`config.mk`:
```
export PLATFORM = sky130hd
export DESIGN_NAME = mandel_iter_ctrl
export DESIGN_NICKNAME = d
export VERILOG_FILES = /design/src/rtl/mandel_pkg.sv /design/src/rtl/mandel_iter_ctrl.sv
export SDC_FILE = /design/constraint.sdc
export NUM_CORES = 1
export LEC_CHECK = 0
export CAP_MARGIN = 20
export CORE_ASPECT_RATIO = 1.2
export CORE_MARGIN = 5
export CORE_UTILIZATION = 37
export CTS_CLUSTER_DIAMETER = 120
export CTS_CLUSTER_SIZE = 8
export DETAILED_ROUTE_END_ITERATION = 6
export PLACE_DENSITY = 0.76
export SETUP_SLACK_MARGIN = 0.1
export SYNTH_ARGS = -nofsm -noshare
export SYNTH_HDL_FRONTEND = slang
export SYNTH_SLANG_ARGS = --single-unit
```
`constraint.sdc`:
```
create_clock -name aclk -period 3.2 [get_ports aclk]
set_input_delay 0.64 -clock aclk [delete_from_list [all_inputs] [get_ports aclk]]
set_output_delay 0.64 -clock aclk [all_outputs]
set_load 0.02 [all_outputs]
```
`src/rtl/mandel_pkg.sv`:
```
// mandel_pkg: shared fixed-point constants and iteration FSM state type
package mandel_pkg;

   localparam int FX_W    = 32;
   localparam int FX_FRAC = 21;

   localparam logic [FX_W-1:0] FX_ONE = 32'h0020_0000;
   localparam logic [FX_W-1:0] ESC_R2 = 32'h0080_0000;

   typedef enum logic [1:0] {IDLE, ITER, DONE} iter_state_t;

endpackage

```
`src/rtl/mandel_iter_ctrl.sv`:
```
// mandel_iter_ctrl: per-pixel iteration controller feeding and watching the diverge stage
module mandel_iter_ctrl
   import mandel_pkg::*;
#(
   parameter int MAX_ITER = 255,
   parameter int ITER_W   = 8,
   parameter int TAG_W    = 19
) (
   input  logic              aclk,
   input  logic              areset,
   input  logic              in_valid,
   output logic              in_ready,
   input  logic [FX_W-1:0]   in_a,
   input  logic [FX_W-1:0]   in_b,
   input  logic [TAG_W-1:0]  in_tag,
   output logic [FX_W-1:0]   c_a,
   output logic [FX_W-1:0]   c_b,
   output logic              ld,
   input  logic              diverged,
   output logic              out_valid,
   input  logic              out_ready,
   output logic [ITER_W-1:0] out_iter,
   output logic              out_escaped,
   output logic [TAG_W-1:0]  out_tag
);

   iter_state_t       state, state_n;
   logic [ITER_W-1:0] cnt;
   logic              accept;
   logic              hit_max;

   assign in_ready  = (state == IDLE) && !areset;
   assign out_valid = (state == DONE);
   assign ld        = (state != ITER);
   assign accept    = in_valid && in_ready;
   assign hit_max   = (cnt == ITER_W'(MAX_ITER));

   // state register
   always_ff @(posedge aclk or posedge areset) begin
      if (areset) state <= IDLE;
      else        state <= state_n;
   end

   // next-state: accept a point, iterate until escape or limit, hold result until taken
   always_comb begin
      state_n = state;
      case (state)
         IDLE:    state_n = accept ? ITER : IDLE;
         ITER:    state_n = (diverged || hit_max) ? DONE : ITER;
         DONE:    state_n = out_ready ? IDLE : DONE;
         default: state_n = IDLE;
      endcase
   end

   // point capture, iteration counter and result registers
   always_ff @(posedge aclk or posedge areset) begin
      if (areset) begin
         c_a         <= '0;
         c_b         <= '0;
         out_tag     <= '0;
         cnt         <= '0;
         out_iter    <= '0;
         out_escaped <= 1'b0;
      end else begin
         if (accept) begin
            c_a     <= in_a;
            c_b     <= in_b;
            out_tag <= in_tag;
            cnt     <= '0;
         end
         if (state == ITER) begin
            if (diverged) begin
               out_iter    <= cnt;
               out_escaped <= 1'b1;
            end else if (hit_max) begin
               out_iter    <= ITER_W'(MAX_ITER);
               out_escaped <= 1'b0;
            end else begin
               cnt <= cnt + 1'b1;
            end
         end
      end
   end

endmodule

```
==> impl_metrics.env <==
export IMPL_start_kind="input port"
export IMPL_rsz0062_at_grt="false"
export IMPL_p_sw_mw=1.74
export IMPL_io_buffers=182
export IMPL_drive_above_1_share_pct=4.06
export IMPL_wl_per_cell_um=14.3
export IMPL_end_kind="output pin"
export IMPL_die_y_um=123
export IMPL_drc=0
export IMPL_worst_slew_pin_slew_ns=0.536
export IMPL_fmax_mhz=384
export IMPL_routed_wl_um=10700
export IMPL_area_growth_pct=56.1
export IMPL_power_frac_seq_pct=38.7
export IMPL_chipWidth_um=105
export IMPL_comb_power_share_pct=40.4
export IMPL_postRouteAntennaNets=0
export IMPL_dpl_hpwl_um=7700
export IMPL_viasPerCell=4.62
export IMPL_synth_cell_types=30
export IMPL_cts_hold_buf=0
export IMPL_drt_iter0_drc=93
export IMPL_vias=3444
export IMPL_critPathMaxFanout=3
export IMPL_cts_setup_buffers=0
export IMPL_grt_pass1_vias=3450
export IMPL_fin_crit_sh_pct=81.3
export IMPL_core_sq_um=10500
export IMPL_powerDensity_nw_per_um2=811
export IMPL_path_class="in2out"
export IMPL_syn_instance_count=436
export IMPL_grt_max_degree=103
export IMPL_antenna_cells=0
export IMPL_hold_path_startpoint="c_b[13]"
export IMPL_final_nets=700
export IMPL_cts_sinks=102
export IMPL_grtUsageTotal_pct=16.6
export IMPL_htree_levels=3
export IMPL_seq_area_sq_um=2550
export IMPL_leakage_nw=2.98
export IMPL_avgSynthCellArea_sq_um=9.10
export IMPL_root_buffer="clkbuf_16"
export IMPL_finalMaxSlewViolations=0
export IMPL_layout_commonest_cell="nand2_1"
export IMPL_dr_pass1_iters=4
export IMPL_grt_pass1_wl_um=17300
export IMPL_antenna_found_initial=0
export IMPL_fin_util_pct=58.9
export IMPL_fillers=873
export IMPL_gp_congestion=0.778
export IMPL_cp_data_required_time_ns=2.56
export IMPL_cts_tree="done"
export IMPL_final_hold_viol_count=0
export IMPL_path_clk_slew_ns=0.06
export IMPL_synth_nets=525
export IMPL_clock_latency_ns=0.34
export IMPL_synth_seq_cells=102
export IMPL_postLayoutCellArea_sq_um=6190
export IMPL_hold_depth=2
export IMPL_slew_headroom_pct=64.3
export IMPL_yosysWarningCount=0
export IMPL_synth_seq_area_share_pct=64.3
export IMPL_synth_area_sq_um=3970
export IMPL_skew_ns=0.00704
export IMPL_layout_common_cells="nand2_1 (256), clkdlybuf4s50_1 (182), dfrtp_1 (102)"
export IMPL_cts_resized=0
export IMPL_ioPinCount=183
export IMPL_min_to="c_b[13]"
export IMPL_place_area_sq_um=5910
export IMPL_finalSetupViolations=0
export IMPL_grt_overflow=0
export IMPL_row_count=41
export IMPL_r2r_setup_slack_ns=1.44
export IMPL_max_cap_viol_count=0
export IMPL_cp_arrival_ns=1.96
export IMPL_status="finished clean"
export IMPL_start_util_pct=37.7
export IMPL_r2r_start="state[1]"
export IMPL_reg2reg_to="cnt[3]"
export IMPL_p_clk_share_pct=20.9
export IMPL_p_sw_share_pct=34.6
export IMPL_hp_class="reg2reg"
export IMPL_die_area_sq_um=12900
export IMPL_reg2regPathDepth=4
export IMPL_clock_path_buffers=2
export IMPL_vdd_ir_drop_max_mv=0.446
export IMPL_p_int_mw=3.29
export IMPL_finalSetupTns_ns=0
export IMPL_cts_buffers=9
export IMPL_multiInputGateArea_sq_um=1300
export IMPL_fin_crit_ns=2.60
## metal layers
metal	global-route usage, %	part of all wire [%]
met5	0	0
met4	7.21	2.3
met3	4.44	6.6
met2	28.0	50
met1	20.0	41
## power groups by stage
| stage | Sequential (mW) | Combinational [mW] | Clock (mW) |
|---|---|---|---|
| after floorplan | 2.45 | 0.468 | 0 |
| after global placement | 1.95 | 2.02 | 0 |
| after detailed placement | 1.97 | 2.05 | 0 |
| after CTS | 1.95 | 2.06 | 1.09 |
| after global routing | 2.00 | 2.19 | 1.14 |
| final | 1.94 | 2.03 | 1.05 |
## cells in the mapped netlist
| cell type | instances | area share, % |
|---|---|---|
| nand2_1 | 257 | 24 |
| dfrtp_1 | 102 | 64 |
| clkbuf_1 | 12 | 1.1 |
| buf_2 | 10 | 1.3 |
| o22a_1 | 8 | 1.8 |
| nand3_1 | 7 | 0.88 |
| nor2_1 | 6 | 0.57 |
| inv_1 | 5 | 0.47 |
| o21ai_0 | 5 | 0.63 |
| a21oi_1 | 3 | 0.38 |
| a41o_1 | 2 | 0.50 |
| a21o_1 | 1 | 0.19 |
| a21oi_2 | 1 | 0.22 |
| a22o_1 | 1 | 0.22 |
| and2_0 | 1 | 0.16 |
| and4_1 | 1 | 0.22 |
| buf_1 | 1 | 0.094 |
| ha_1 | 1 | 0.32 |
| nand2b_1 | 1 | 0.16 |
| nand4_1 | 1 | 0.16 |
| nor2b_1 | 1 | 0.16 |
| nor3_2 | 1 | 0.25 |
| o211ai_2 | 1 | 0.32 |
| o21a_1 | 1 | 0.19 |
| o22ai_1 | 1 | 0.16 |
| or2_2 | 1 | 0.16 |
| or3_1 | 1 | 0.16 |
| or3b_1 | 1 | 0.22 |
| xnor2_1 | 1 | 0.22 |
| xor2_1 | 1 | 0.22 |
## worst max-delay path, stage by stage
cell	delay, ns
clkdlybuf4s50_1	0.47
nor3_2	0.20
clkdlybuf4s50_1	0.65
## kinds of logic after synthesis
group | synth area share [%]
fa+ha+maj | 0.315
flops | 64.3
xor+xnor | 0.441
simple gates | 27.4
compound gates | 4.57
buf+inv | 2.96
## how the worst max path moves through the flow
stage	slack, ns	start	depth (start not counted)	to
after detailed placement	0.59	areset	3	in_ready
final	0.60	areset	3	in_ready
after global routing	0.53	areset	3	in_ready
after floorplan	1.34	areset	1	c_a[0]
after CTS	0.59	areset	3	in_ready
after global placement	0.60	areset	3	in_ready
## metrics by stage
stage / cells / hold slack [ns] / worst slack [ns] / power [mW]
5_1_grt: 745 / 0.491 / 0.528 / 5.33
4_1_cts: 745 / 0.477 / 0.590 / 5.10
3_3_place_gp: 729 / 0.457 / 0.597 / 3.97
6_report: 745 / 0.472 / 0.598 / 5.02
2_1_floorplan: 436 / 0.509 / 1.34 / 2.92
3_5_place_dp: 729 / 0.461 / 0.590 / 4.02
## final cells by class
type	count	share of cell area [%]
inverter	5	0.364
tap	129	2.61
clock inverter	4	0.768
clock buffer	12	3.82
sequential	102	41.2
multi-input combinational	306	21.0
timing repair buffer	187	30.2
## sequential cells by signal (all words and copies together), names as in the netlist
name         flops
cnt              8
c_b             32
c_a             32
out_iter         8
out_escaped      1
out_tag         19
state            2
Power figures use the tool's default switching activity.
